`src/rtl/booth_pkg.sv`:
```
// Shared definitions for the radix-4 Booth multiplier family.
// Holds the FSM state encoding, the recoded-digit flag struct with its
// constants, and the digit-count helper.
package booth_pkg;

  // Iterative multiplier control states
  typedef enum logic [1:0] {
    ST_IDLE = 2'd0,
    ST_RUN  = 2'd1,
    ST_DONE = 2'd2
  } state_t;

  // Recoded digit as magnitude-select flags plus sign
  typedef struct packed {
    logic neg;
    logic two;
    logic one;
  } booth_dig_t;

  localparam booth_dig_t DIG_ZERO = '{neg: 1'b0, two: 1'b0, one: 1'b0};
  localparam booth_dig_t DIG_POS1 = '{neg: 1'b0, two: 1'b0, one: 1'b1};
  localparam booth_dig_t DIG_POS2 = '{neg: 1'b0, two: 1'b1, one: 1'b0};
  localparam booth_dig_t DIG_NEG1 = '{neg: 1'b1, two: 1'b0, one: 1'b1};
  localparam booth_dig_t DIG_NEG2 = '{neg: 1'b1, two: 1'b1, one: 1'b0};

  // Digits needed for a WIDTH-bit operand extended by two bits
  function automatic int unsigned booth_digits(input int unsigned width);
    return width / 2 + 1;
  endfunction

endpackage

```
`src/rtl/booth_r4_digit_enc.sv`:
```
// Radix-4 Booth recoder: one overlapping multiplier triplet to digit flags.
// Ports:
//   i_triplet  {y[2i+1], y[2i], y[2i-1]}
//   o_digit_c  combinational {neg, two, one}; zero digits never set neg
module booth_r4_digit_enc
  import booth_pkg::*;
(
  input  logic [2:0] i_triplet,
  output booth_dig_t o_digit_c
);

  always_comb begin
    o_digit_c = DIG_ZERO;
    case (i_triplet)
      3'b001, 3'b010: o_digit_c = DIG_POS1;
      3'b011:         o_digit_c = DIG_POS2;
      3'b100:         o_digit_c = DIG_NEG2;
      3'b101, 3'b110: o_digit_c = DIG_NEG1;
      default:        o_digit_c = DIG_ZERO;
    endcase
  end

endmodule

```
`src/rtl/radix4_booth_serial_mult.sv`:
```
// Iterative radix-4 Booth multiplier, one recoded digit per clock.
// Ports:
//   clk, rst       clock, synchronous active-high reset
//   start          request, accepted in IDLE or DONE
//   signed_mode    1 = two's complement operands, 0 = unsigned
//   x, y           multiplicand / multiplier, captured on accept
//   busy           high while digits are being retired
//   done           one-cycle pulse when product updates
//   product        2*WIDTH-bit result, held until the next completion
module radix4_booth_serial_mult
  import booth_pkg::*;
#(
  parameter int unsigned WIDTH = 8
) (
  input  logic                 clk,
  input  logic                 rst,
  input  logic                 start,
  input  logic                 signed_mode,
  input  logic [WIDTH-1:0]     x,
  input  logic [WIDTH-1:0]     y,
  output logic                 busy,
  output logic                 done,
  output logic [2*WIDTH-1:0]   product
);

  localparam int unsigned N     = booth_digits(WIDTH);
  localparam int unsigned CNT_W = $clog2(N);
  localparam int unsigned EXT_W = WIDTH + 2;
  localparam int unsigned PP_W  = WIDTH + 4;
  localparam int unsigned ACC_W = 2 * WIDTH + 4;
  localparam int unsigned YSH_W = EXT_W + 1;

  if (((WIDTH % 2) != 0) || (WIDTH < 4)) begin : g_width_check
    $error("radix4_booth_serial_mult: WIDTH must be even and >= 4");
  end

  state_t              r_state;
  state_t              w_next;
  logic                w_accept;
  logic                w_last;
  logic [EXT_W-1:0]    r_x;
  logic [YSH_W-1:0]    r_y;
  logic [ACC_W-1:0]    r_acc;
  logic [CNT_W-1:0]    r_cnt;
  logic                r_busy;
  logic                r_done;
  logic [2*WIDTH-1:0]  r_product;

  logic [EXT_W-1:0]    w_x_ext;
  logic [EXT_W-1:0]    w_y_ext;
  booth_dig_t          w_dig;
  logic [PP_W-1:0]     w_x_pp;
  logic [PP_W-1:0]     w_mag;
  logic [PP_W-1:0]     w_op;
  logic [PP_W-1:0]     w_hi;
  logic [ACC_W-1:0]    w_sum;

  // State register
  always_ff @(posedge clk) begin
    if (rst) r_state <= ST_IDLE;
    else     r_state <= w_next;
  end

  // Next-state, accept and last-digit decode
  always_comb begin
    w_next   = r_state;
    w_accept = 1'b0;
    w_last   = 1'b0;
    case (r_state)
      ST_IDLE: begin
        if (start) begin
          w_accept = 1'b1;
          w_next   = ST_RUN;
        end
      end
      ST_RUN: begin
        if (r_cnt == CNT_W'(N - 1)) begin
          w_last = 1'b1;
          w_next = ST_DONE;
        end
      end
      ST_DONE: begin
        if (start) begin
          w_accept = 1'b1;
          w_next   = ST_RUN;
        end else begin
          w_next = ST_IDLE;
        end
      end
      default: w_next = ST_IDLE;
    endcase
  end

  // Two-bit operand extension; the extra top bits make unsigned values positive
  assign w_x_ext = signed_mode ? {{2{x[WIDTH-1]}}, x} : {2'b00, x};
  assign w_y_ext = signed_mode ? {{2{y[WIDTH-1]}}, y} : {2'b00, y};

  // Multiplier is kept shifted so the current triplet is always r_y[2:0]
  booth_r4_digit_enc u_digit_enc (
    .i_triplet (r_y[2:0]),
    .o_digit_c (w_dig)
  );

  // Partial product select; negation completes via the carry-in below
  assign w_x_pp = {{2{r_x[EXT_W-1]}}, r_x};
  assign w_mag  = w_dig.one ? w_x_pp : (w_dig.two ? (w_x_pp << 1) : '0);
  assign w_op   = w_dig.neg ? ~w_mag : w_mag;
  assign w_hi   = r_acc[ACC_W-1:WIDTH] + w_op + PP_W'(w_dig.neg);
  assign w_sum  = {w_hi, r_acc[WIDTH-1:0]};

  // Datapath and registered outputs.
  // The final digit's unshifted sum already sits at the product weight,
  // so the product is taken from w_sum rather than the shifted accumulator.
  always_ff @(posedge clk) begin
    if (rst) begin
      r_x       <= '0;
      r_y       <= '0;
      r_acc     <= '0;
      r_cnt     <= '0;
      r_busy    <= 1'b0;
      r_done    <= 1'b0;
      r_product <= '0;
    end else begin
      if (w_accept) begin
        r_x   <= w_x_ext;
        r_y   <= {w_y_ext, 1'b0};
        r_acc <= '0;
        r_cnt <= '0;
      end else if (r_state == ST_RUN) begin
        r_acc <= {{2{w_sum[ACC_W-1]}}, w_sum[ACC_W-1:2]};
        r_y   <= r_y >> 2;
        r_cnt <= r_cnt + CNT_W'(1);
      end
      if (w_last) r_product <= w_sum[2*WIDTH-1:0];
      r_busy <= (w_next == ST_RUN);
      r_done <= (w_next == ST_DONE);
    end
  end

  assign busy    = r_busy;
  assign done    = r_done;
  assign product = r_product;

endmodule

```
`config.mk`:
```
export PLATFORM = sky130hd
export DESIGN_NAME = radix4_booth_serial_mult
export DESIGN_NICKNAME = d
export VERILOG_FILES = /design/src/rtl/booth_pkg.sv /design/src/rtl/booth_r4_digit_enc.sv /design/src/rtl/radix4_booth_serial_mult.sv
export SDC_FILE = /design/constraint.sdc
export NUM_CORES = 1
export LEC_CHECK = 0
export CAP_MARGIN = 25
export CORE_MARGIN = 1
export CORE_UTILIZATION = 55
export DETAILED_ROUTE_END_ITERATION = 8
export DONT_BUFFER_PORTS = 1
export HOLD_SLACK_MARGIN = 0.03
export PLACE_DENSITY = 0.82
export SYNTH_ARGS = -nofsm -noshare
export SYNTH_HDL_FRONTEND = slang
export SYNTH_SLANG_ARGS = --single-unit
```
`constraint.sdc`:
```
create_clock -name clk -period 4.05 [get_ports clk]
set_input_delay 0.81 -clock clk [delete_from_list [all_inputs] [get_ports clk]]
set_output_delay 0.81 -clock clk [all_outputs]
set_load 0.1 [all_outputs]
```
==> After elaboration in Yosys (flattened, before gate mapping) <==
Index checks and enable logic that the tools add are counted.
{ "totals": {"register_bits": 62, "latch_bits": 0, "mem_bits_rw": 0, "romBits": 0, "inputBits": 20, "out_inout_bits": 18, "wordCells": 46, "n_memories": 0} }
{ "classes": {"n_addsub": 3, "n_mul": 0, "div_mod_pow": 0, "order_cmp": 0, "eq_ne": 11, "shift": 0, "n_mux": 16, "n_bitwise": 1, "reduce_logical": 6} }
{ "ops": {"columns": ["operator", "count"], "rows": [
  ["$mux W12", 3],
  ["$mux W11", 2],
  ["$mux W10", 2],
  ["$add A12 B1 Y12", 1],
  ["$add A12 B12 Y12", 1],
  ["$eq A3 B3 Y1 const B", 4],
  ["$not A12 Y12", 1],
  ["$pmux W3 S4", 1],
  ["$reduce_or A2 Y1", 4],
  ["$eq A3 B2 Y1 const B", 2],
  ["$pmux W2 S3", 1],
  ["$mux W1", 5],
  ["$eq A2 B1 Y1 const B", 2],
  ["$eq A2 B2 Y1 const B", 2],
  ["$mux W2", 2],
  ["$add A3 B1 Y3 const B", 1],
  ["$eq A3 B1 Y1 const B", 1],
  ["$logic_not A2 Y1", 1],
  ["$reduce_bool A2 Y1", 1]
]} }

==> Logic depth before layout (Yosys ltp) <==
Gate-level depths: netlist of run 1.
{ "logic_depth": {"word_depth": 9, "ltp_mapped": 13, "ltp_nobuf": 13} }

==> By module <==
Synthesis of run 1 repeated with hierarchy kept, for this count alone.
{ "unflattened": {"hier_cells": 383, "hier_area_um2": 3045.4} }
{ "by_module_without_submodules": {"columns": ["module", "instances", "cells_each", "area_each_um2", "seq_area_each_um2"], "rows": [
  ["radix4_booth_serial_mult", 1, 378, 3012.9, 1201.2],
  ["booth_r4_digit_enc", 1, 5, 32.5, 0.0]
]} }

==> Worst setup path after synthesis of run 1 <==
OpenSTA, ideal clock, no wires.
{ "synth_timing": {"path_kind": "flip-flop to flip-flop", "startpoint": "register r_y[0]", "endpoint": "register r_acc[14]", "setup_time_ps": 127, "arrival_time_ps": 2874, "required_ps": 3923, "slack_ps": 1049, "path_stages_with_launch": 14, "n_path_buf": 1, "synth_period_minus_slack_ps": 3001, "path_cell_list": "dfxtp_1 -> inv_1 -> ha_1 -> clkbuf_1 -> nor2_1 -> a22o_1 -> xnor2_1 -> inv_1 -> fa_1 -> nor2b_1 -> o2111ai_1 -> nand3_1 -> a21oi_1 -> or3_1"} }
{ "synth_between": {"elab_chain_cells": 9, "elab_cells_between_ends": 15, "cone_classes": "add/sub: 2; eq/ne: 6; mux: 4; bitwise: 1; reduce/logical: 2"} }
{ "synth_rtl": {"columns": ["item", "line", "source"], "rows": [
  ["from (decl)", "radix4_booth_serial_mult.sv:42", "logic [YSH_W-1:0] r_y;"],
  ["from (signal assigned)", "radix4_booth_serial_mult.sv:126", "r_y <= {w_y_ext, 1'b0};"],
  ["from (signal assigned)", "radix4_booth_serial_mult.sv:131", "r_y <= r_y >> 2;"],
  ["$eq A3 B3 Y1 (tied with other cells)", "booth_r4_digit_enc.sv:14", "case (i_triplet)"],
  ["$reduce_or A2 Y1", "booth_r4_digit_enc.sv:14", null],
  ["$pmux W3 S4 (*)", "booth_r4_digit_enc.sv:14", null],
  ["$mux W12 (2 in a row)", "radix4_booth_serial_mult.sv:106", "assign w_mag = w_dig.one ? w_x_pp : (w_dig.two ? (w_x_pp << 1) : '0);"],
  ["$not A12 Y12", "radix4_booth_serial_mult.sv:107", "assign w_op = w_dig.neg ? ~w_mag : w_mag;"],
  ["$mux W12", "radix4_booth_serial_mult.sv:107", null],
  ["$add A12 B12 Y12", "radix4_booth_serial_mult.sv:108", "assign w_hi = r_acc[ACC_W-1:WIDTH] + w_op + PP_W'(w_dig.neg);"],
  ["$add A12 B1 Y12 (*)", "radix4_booth_serial_mult.sv:108", null],
  ["to (signal assigned)", "radix4_booth_serial_mult.sv:130", "r_acc <= {{2{w_sum[ACC_W-1]}}, w_sum[ACC_W-1:2]};"],
  ["to (decl)", "radix4_booth_serial_mult.sv:43", "logic [ACC_W-1:0] r_acc;"]
]} }
Mark *: on every way between the ends. The rest lies on a longest branch, timed or not.
A chain may end at the register's enable or synchronous reset.

==> Worst setup path in the final report of run 1 <==
{ "layout_timing": {"startpoint": "register r_y[1]", "endpoint": "register r_acc[14]"} }
The elaborated chain is that of the path after synthesis.

==> results.cfg, run 1 <==
[finish]
area_growth_pct = 7.223
final_util_pct = 61.10
finalInstanceArea_mm2 = 0.003120
nets = 391
drive_gt1_share_pct = 5.292
antennaDiodeCount = 0

[place]
place.gp.congestion = 0.8841
dpl_cell_area_mm2 = 0.002937
detailed_place_hpwl_um = 4106
port_buffers = 0

[sta]
fin_crit_ns = 3.252
setup-violations-final = 0
finalSetupTns_ns = 0
final.period_utilization_pct = 80.29
drv_slew = 0
rsz0062_at_grt = no
fmax_ghz = 0.3075
tightest_slew_ns = 0.9949
skew_ns = 0.01098
relSlewSlack_pct = 33.67
finalHoldViolations = 0

[synth]
synth_ff_type = dfxtp_1
syn_area_per_cell_um2 = 8.017
seq_area_frac_synth_pct = 41.27
synth_top_area_share_pct = 41.27
syn_inst = 363
synth_edf_count = 0
ys_ff_latch = 60
yosysTopAreaCell = dfxtp_1
async_flop_share_pct = 0
syn_nets = 399
synth_cell_types = 45
synth_area_mm2 = 0.002910
synth_area_leaders = dfxtp_1 41%, nand2_1 10%, a21oi_1 8.8%, ha_1 6.4%, a22oi_1 3.4%
synth_common_cells = 78 x nand2_1, 60 x dfxtp_1, 51 x a21oi_1
synth.most_common_cell = nand2_1
ys_warn_count = 0

[clock_tree]
cts_tree = done
htree_num_levels = 3
cts_buffers = 9
path_clk_slew_ns = 0.07
clock_latency_ns = 0.34
clockBufferDepth = 2
holdBufCountCts = 0
post-cts-setup-buffers = 0
cts_resized = 0
cts_sinks = 60
cts_root_buf = clkbuf_8

[power]
ir_drop_uv = 318.8
power_density_mw_per_mm2 = 411.0
p_leak_nw = 1.101

[die]
die_area_mm2 = 0.005586
start_util_pct = 56.98
fp.dieW_um = 74.74
num_rows = 26
fp.dieH_um = 74.74
core-area_mm2 = 0.005107
pin_count = 38

[global_route]
grt_max_degree = 51
grt_overflow = 0
first_global_vias = 2337
grt_pass1_wl_um = 10250
antenna_found_initial = 0
grt_usage_pct = 24.93

[setup_path]
ff2ff_setup_slack_ns = 0.80
start_kind = flop
worst-setup-path-type = reg -> reg
critPathCaptureType = flop
critPathTopFamily = simple AND/OR/NAND/NOR gates
cpMaxStageDelayCell = fa_1
arrival_ns = 3.48
cp_slowest_stage_delay_ns = 0.44
cpMostUsedCell = inv_1
crit_chain = inv_1 > ha_1 > nor2_1 > a22o_1 > xnor2_1 > inv_1 > fa_1 > nor2b_1 > o2111ai_1 > nand3_1 > a21oi_1 > or3_1
cp_num_buf_inv = 2
crit_required_ns = 4.28
worstPathMaxFanout = 12

[status]
status = finished clean

[routing]
drtAntennaViolNets = 0
drtIter0Drc = 192
drc = 0
routed_via_density = 5.776
wl_per_cell_um = 14.21
via_count = 2478
routed_wl_um = 6095
first_pass_iters = 4

[hold_path]
hp-class = reg -> reg

[run]
drv_cap = 0
## through the flow
| step | power, W | hold WS, ns | setup slack, ns | cells |
|---|---|---|---|---|
| after CTS | 0.001292 | 0.4489 | 0.8148 | 429 |
| after global placement | 0.0007756 | 0.4373 | 0.9837 | 414 |
| after detailed placement | 0.0007802 | 0.4404 | 0.8218 | 414 |
| after floorplan | 0.0007544 | 0.4322 | 1.049 | 363 |
| after global routing | 0.001342 | 0.4669 | 0.5301 | 429 |
| final | 0.001283 | 0.4495 | 0.7981 | 429 |
## cell families (layout without fill, tap and decap cells)
family | count (synthesis) | count (layout) | synth area share, %
AND/OR/NAND/NOR | 146 | 146 | 22.87
AO/OA/AOI/OAI | 96 | 96 | 20.21
flip-flops | 60 | 60 | 41.27
buffers and inverters | 31 | 27 | 4.256
adder cells (fa/ha/maj) | 16 | 16 | 7.137
XOR/XNOR | 13 | 13 | 3.912
multiplexers | 1 | 1 | 0.3440
## final timing paths
check / depth (start not counted) / from / end
worst max-delay path: 12 / r_y[1] / r_acc[14]
worst min-delay path: 2 / r_y[4] / r_y[4]
worst max register to register: 12 / r_y[1] / r_acc[14]
worst min register to register: 2 / r_y[4] / r_y[4]
## where the power goes
part | internal (W) | total (W) | switching [W]
registers | 0.000609 | 0.000629 | 0.0000201
clock network | 0.000297 | 0.000513 | 0.000216
logic | 0.0000478 | 0.000140 | 0.0000923
total | 0.000954 | 0.00128 | 0.000329
## worst reg2reg max path, stage by stage (launching register included)
cell	delay (ns)
dfxtp_1	0.39
inv_1	0.09
ha_1	0.41
nor2_1	0.42
a22o_1	0.21
xnor2_1	0.15
inv_1	0.10
fa_1	0.44
nor2b_1	0.20
o2111ai_1	0.15
nand3_1	0.16
a21oi_1	0.08
or3_1	0.34
## metal layers
metal | track usage (%) | up-vias | wire (µm)
met2 | 39.34 | 89 | 2837
met4 | 12.79 | 0 | 94
met5 | 0 | - | 0
met3 | 8.166 | 8 | 415
met1 | 30.46 | 1129 | 2747
li1 | - | 1252 | -
## layout make-up
class / instances / area (µm²)
Fill cell: 471 / 1987
Multi-Input combinational cell: 272 / 1588
Sequential cell: 60 / 1201
Clock buffer: 13 / 148.9
Tap cell: 70 / 87.58
Clock inverter: 2 / 35.03
Timing Repair Buffer: 4 / 30.03
Inverter: 8 / 30.03
## sequential cells by signal, indices dropped and copies added, names as in the netlist
register and flops:
busy 1, done 1, product 16, r_acc 18, r_cnt 3, r_state 2
r_x 9, r_y 10
## layout by cell type (no fill, tap or decap), types with 2 or more instances in the layout
master	instances
a211oi_1	5
a21o_1	2
a21oi_1	51
a22oi_1	13
a31oi_1	2
and3_1	2
buf_4	4
clkbuf_1	3
clkbuf_8	10
dfxtp_1	60
ha_1	15
inv_1	8
nand2_1	78
nand2b_1	5
nand3_1	11
nand3b_1	4
nand4_1	4
nand4b_1	2
nor2_1	20
nor2b_1	2
nor3_1	6
o2111ai_1	2
o21a_1	2
o21ai_0	9
or3_1	3
or4_1	4
xnor2_1	5
xor2_1	8
(Power assumes the default switching activity.)
==> inputs of run 2 (changes only) <==
==> constraint.sdc (replaced) <==
create_clock -name clk -period 3.35 [get_ports clk]
set_input_delay 0.67 -clock clk [delete_from_list [all_inputs] [get_ports clk]]
set_output_delay 0.67 -clock clk [all_outputs]
set_load 0.1 [all_outputs]
==> run 2 against run 1 <==
Compared with the run above:
- clock skew is 0.00056 ns higher
- final area is 0.36% higher
- first-iteration DRC count decreased by 20%
- critical endpoint unchanged
- worst setup slack worse by 0.51 ns
- highest routed layer unchanged
- maximum frequency up 6.0%
- hold slack got worse by 0.068 ns
- sequential share of layout area is 0.14 points lower
- sequential power is 21% higher
- largest cell class unchanged
==> results.cfg, run 2 (same netlist as run 1, synthesis figures left out) <==
[status]
status = finished clean

[clock_tree]
clock_latency_ns = 0.35
path_clk_slew_ns = 0.07
cts_sinks = 60
cts_tree = done
htree_num_levels = 3
clockBufferDepth = 2
cts_root_buf = clkbuf_8
cts_buffers = 9

[sta]
drv_slew = 0
relSlewSlack_pct = 33.15
finalSetupTns_ns = 0
rsz0062_at_grt = no
skew_ns = 0.01154
fin_crit_ns = 3.066
tightest_slew_ns = 1.003
fmax_ghz = 0.3261
setup-violations-final = 0
finalHoldViolations = 0
final.period_utilization_pct = 91.54

[finish]
antennaDiodeCount = 0
drive_gt1_share_pct = 6.906
final_common_cell = nand2_1
finalNonFillerCells = 432
nFillCells = 458
mostFrequentLayoutCells = 78 x nand2_1, 60 x dfxtp_1, 51 x a21oi_1
largest_reg_flops = 18
largest-register = r_acc
seq_area_mm2 = 0.001201
area_growth_pct = 7.610
multi_input_area_mm2 = 0.001599
nets = 393

[setup_path]
crit_required_ns = 3.58
crit_chain = inv_1 > ha_1 > mux2i_1 > nor2_2 > a22o_1 > xnor2_1 > inv_1 > fa_1 > nor2b_1 > o2111ai_1 > nand3_1 > a21oi_1 > or3_1
start_kind = flop
ff2ff_setup_slack_ns = 0.28
cpMostUsedCell = inv_1
worst-setup-path-type = reg -> reg
worstPathMaxFanout = 8
critPathCaptureType = flop
arrival_ns = 3.30
cp_slowest_stage_delay_ns = 0.43
cpMaxStageDelayCell = fa_1

[routing]
drc = 0
drtIter0Drc = 153
via_count = 2528
routed_via_density = 5.852
drtAntennaViolNets = 0
wl_per_cell_um = 14.46
first_pass_iters = 4
routed_wl_um = 6247

[global_route]
antenna_found_initial = 0
grt_overflow = 0
met2_usage_pct = 39.74
grt_max_degree = 51
first_global_vias = 2302
grt_pass1_wl_um = 10400
met3_usage_pct = 5.221
grt_usage_pct = 24.94
use_met1_pct = 31.94
grt-busiest-layer = met2

[run]
drv_cap = 0

[power]
pwr-share-seq_pct = 50.8
ir_drop_uv = 336.8
power_density_mw_per_mm2 = 478.3
netSwitchingFraction_pct = 27.93
clkPwrFrac_pct = 37.6
pwr-share-comb_pct = 11.7
p_sw_w = 0.0004184
p_leak_nw = 1.107
intPower_w = 0.001080

[die]
die_area_mm2 = 0.005586
pin_count = 38
start_util_pct = 56.98
fp.dieH_um = 74.74
fp.dieW_um = 74.74
num_rows = 26
core-area_mm2 = 0.005107

[place]
placedCellCount = 416
port_buffers = 0
place.gp.congestion = 0.9408
detailed_place_hpwl_um = 4215

[hold_path]
hp-class = in -> reg
## run 2: through the flow
stage               instance area [µm²]  hold slack (ns)  worst slack [ns]  total power (W)  util (%)
finish                             3132           0.3816            0.2835         0.001498     61.32
global route                       3132           0.3792         0.0003459         0.001562     61.32
CTS                                3120           0.3720            0.2974         0.001506     61.10
detailed placement                 2952           0.4405            0.3262        0.0009456     57.79
global placement                   2952           0.4376            0.4308        0.0009396     57.79
floorplan                          2910           0.4322            0.3495        0.0009120         -
## run 2: cell type report
| cell class | instances | share of cell area [%] |
|---|---|---|
| inverters | 8 | 0.9589 |
| clock inverters | 5 | 0.8789 |
| multi-input cells | 272 | 51.06 |
| flip-flops and latches | 60 | 38.35 |
| repair buffers | 6 | 1.438 |
| well taps | 70 | 2.797 |
| clock buffers | 11 | 4.515 |
## run 2: final timing paths
path | from | endpoint | cells past startpoint
max | r_y[0] | r_acc[14] | 13
min | rst | r_x[7] | 1
max reg2reg | r_y[0] | r_acc[14] | 13
min reg2reg | r_y[6] | r_y[6] | 2
## run 2: worst max-delay path, delay by kind of cell, from the launching register on
family	cells	cell delay, ns
compound gates	3	0.44
simple gates	4	0.83
fa+ha+maj	2	0.68
mux	1	0.25
buf+inv	2	0.16
flops	1	0.40
xor+xnor	1	0.19
## run 2: timing repair
action / CTS / global route
endpoints found under the hold margin: 0 / 0
buffers inserted: 0 / 0
gates resized for setup: 0 / 2
hold buffers: 0 / 0
endpoints found under the setup margin: 0 / 1
## run 2: power by group through the flow
stage / Clock, W / Combinational [W] / Sequential, W
4_1_cts: 0.000575 / 0.000171 / 0.000760
6_report: 0.000563 / 0.000175 / 0.000760
3_5_place_dp: 0 / 0.000170 / 0.000776
5_1_grt: 0.000603 / 0.000195 / 0.000764
2_1_floorplan: 0 / 0.000141 / 0.000771
3_3_place_gp: 0 / 0.000164 / 0.000775
## run 2: metal layers
metal | up-vias | share of wire (%)
met3 | 13 | 5.3
met4 | 0 | 2.3
li1 | 1253 | -
met1 | 1184 | 47
met5 | - | 0
met2 | 78 | 46
==> inputs of run 3 (changes only) <==
--- a/config.mk
+++ b/config.mk
@@ -12,6 +12,8 @@
 export DONT_BUFFER_PORTS = 1
 export HOLD_SLACK_MARGIN = 0.03
 export PLACE_DENSITY = 0.82
+export SETUP_SLACK_MARGIN = 0.15
 export SYNTH_ARGS = -nofsm -noshare
 export SYNTH_HDL_FRONTEND = slang
+export SYNTH_HIERARCHICAL = 1
 export SYNTH_SLANG_ARGS = --single-unit
==> run 3 against run 2 <==
Compared with the run above:
- non-clock buffer count down 2
- global-route usage is 2.0 points lower
- core utilization is 0.97 points higher
- via count increased by 2.6%
- largest cell class unchanged
- synthesized area is 4.6% higher
- total power rose by 7.3%
- register-to-register slack improved by 0.18 ns
- critical path depth shrank 2
- die area increased by 4.5%
- cell count rose by 3.2%
- critical path type unchanged
- clock-buffer cell count did not move
- hold slack better by 0.0082 ns
==> results.cfg, run 3 <==
[routing]
wl_per_cell_um = 14.35
drtAntennaViolNets = 0
drtIter0Drc = 249
routed_via_density = 5.814
via_count = 2593
first_pass_iters = 4
routed_wl_um = 6399
drc = 0

[place]
port_buffers = 0
dpl_cell_area_mm2 = 0.003033
place.gp.congestion = 0.9077
detailed_place_hpwl_um = 4385

[die]
num_rows = 26
core-area_mm2 = 0.005205
fp.dieH_um = 76.41
pin_count = 38
start_util_pct = 58.51
fp.dieW_um = 76.41
die_area_mm2 = 0.005838

[synth]
synth_area_leaders = dfxtp_1 39%, nand2_1 13%, a21oi_1 8.1%, ha_1 4.5%, xor2_1 3.2%
synth_edf_count = 0
synth_cell_types = 52
syn_area_per_cell_um2 = 7.951
synth_area_mm2 = 0.003045
synth.most_common_cell = nand2_1
syn_inst = 383
ys_ff_latch = 60
ys_warn_count = 6
synth_common_cells = 103 x nand2_1, 60 x dfxtp_1, 49 x a21oi_1
seq_area_frac_synth_pct = 39.44
synth_ff_type = dfxtp_1
syn_nets = 415
yosysTopAreaCell = dfxtp_1
async_flop_share_pct = 0
synth_top_area_share_pct = 39.44

[power]
p_leak_nw = 1.236
ir_drop_uv = 359.2
power_density_mw_per_mm2 = 495.8
power_w = 0.001607

[global_route]
grt-busiest-layer = met2
grt_usage_pct = 22.95
grt_pass1_wl_um = 10520
first_global_vias = 2342
grt_overflow = 0
met2_usage_pct = 38.02
use_met1_pct = 27.44
antenna_found_initial = 0
grt_max_degree = 41
met3_usage_pct = 7.665

[setup_path]
critPathCaptureType = flop
cpMostUsedCell = xor2_1
worstPathMaxFanout = 9
start_kind = flop
crit_required_ns = 3.57
cpMaxStageDelayCell = dfxtp_1
cp_num_buf_inv = 0
worst-setup-path-type = reg -> reg
critPathTopFamily = compound AO/OA/AOI/OAI gates
crit_chain = or3b_1 > o21ai_2 > nand2_1 > o21ai_0 > xor2_1 > ha_1 > nor2b_4 > o31a_1 > o41ai_2 > xor2_1 > a21oi_1
arrival_ns = 3.11
cp_slowest_stage_delay_ns = 0.41

[hold_path]
hp-class = in -> reg

[clock_tree]
cts_resized = 0
cts_buffers = 9
cts_root_buf = clkbuf_8
htree_num_levels = 3
cts_sinks = 60
cts_tree = done
clockBufferDepth = 2
path_clk_slew_ns = 0.07
holdBufCountCts = 0
clock_latency_ns = 0.35
post-cts-setup-buffers = 0

[finish]
largest_reg_flops = 18
finalInstanceArea_mm2 = 0.003242
drive_gt1_share_pct = 10.37
final_common_cell = nand2_1
mostFrequentLayoutCells = 103 x nand2_1, 60 x dfxtp_1, 48 x a21oi_1
largest-register = r_acc
nets = 403
nFillCells = 449
antennaDiodeCount = 0
area_growth_pct = 6.450

[sta]
fin_crit_ns = 2.887
rsz0062_at_grt = no
skew_ns = 0.01323
finalHoldViolations = 0
tightest_slew_ns = 0.9984
final.period_utilization_pct = 86.18
drv_slew = 0
finalSetupTns_ns = 0
holdWs_ns = 0.3898
setup-violations-final = 0
relSlewSlack_pct = 33.35
fmax_ghz = 0.3464

[status]
status = finished clean

[run]
drv_cap = 0
-- run 3: cell count changes after synthesis, sizes merged, moves of 4 or more --
cell / delta
a22oi: -7
buf: +7
ha: -4
nand2: +26
nand3b: -4
o21ai: +5
or4: -4
-- run 3: layout make-up --
| class | count | area [µm²] | share of cell area, % |
|---|---|---|---|
| Multi-Input combinational cell | 290 | 1699 | 52.41 |
| Clock inverter | 5 | 50.05 | 1.544 |
| Inverter | 6 | 22.52 | 0.6947 |
| Sequential cell | 60 | 1201 | 37.05 |
| Tap cell | 70 | 87.58 | 2.702 |
| Timing Repair Buffer | 4 | 30.03 | 0.9263 |
| Clock buffer | 11 | 151.4 | 4.670 |
-- run 3: through the flow --
step | cells | setup slack [ns] | utilization [%]
after floorplan | 383 | 0.6109 | -
after global placement | 430 | 0.3807 | 58.27
after detailed placement | 430 | 0.2894 | 58.27
after CTS | 446 | 0.2836 | 62.14
after global routing | 446 | 0.2770 | 62.28
final | 446 | 0.4630 | 62.28
-- run 3: worst paths after layout --
check,startpoint,endpoint,slack (ns),depth (start not counted)
worst min-delay path,rst,product[5],0.39,1
worst max register to register,r_y[2],r_acc[14],0.46,11
worst max-delay path,r_y[2],r_acc[14],0.46,11
worst min register to register,r_acc[1],product[1],0.45,2
-- run 3: cell families (layout without fill, tap and decap cells) --
logic type / after synthesis / in the layout / synth area share [%]
AO/OA/AOI/OAI: 95 / 95 / 20.13
XOR/XNOR: 16 / 16 / 4.601
adder cells (fa/ha/maj): 12 / 12 / 5.177
buffers and inverters: 33 / 26 / 5.094
flip-flops: 60 / 60 / 39.44
multiplexers: 4 / 4 / 1.315
AND/OR/NAND/NOR: 163 / 163 / 24.24
-- run 3: layer usage --
layer | vias to the layer above | part of all wire (%)
li1 | 1290 | -
met1 | 1213 | 45
met2 | 79 | 48
met3 | 11 | 6.0
met4 | 0 | 1.4
met5 | - | 0
-- run 3: worst register-to-register path, delay by kind of cell (launching register included) --
kind / cells / cell delay (ns)
AOI/OAI and AO/OA: 5 / 1.07
DFF: 1 / 0.41
xor gates and xnor gates: 2 / 0.37
adders and majority gates: 1 / 0.30
and+or+nand+nor: 3 / 0.61
-- run 3: power breakdown --
part / switching, W / internal (W) / total (W)
Sequential: 0.0000243 / 0.000736 / 0.000761
Clock: 0.000288 / 0.000378 / 0.000666
Combinational: 0.000119 / 0.0000614 / 0.000181
Total: 0.000431 / 0.00118 / 0.00161
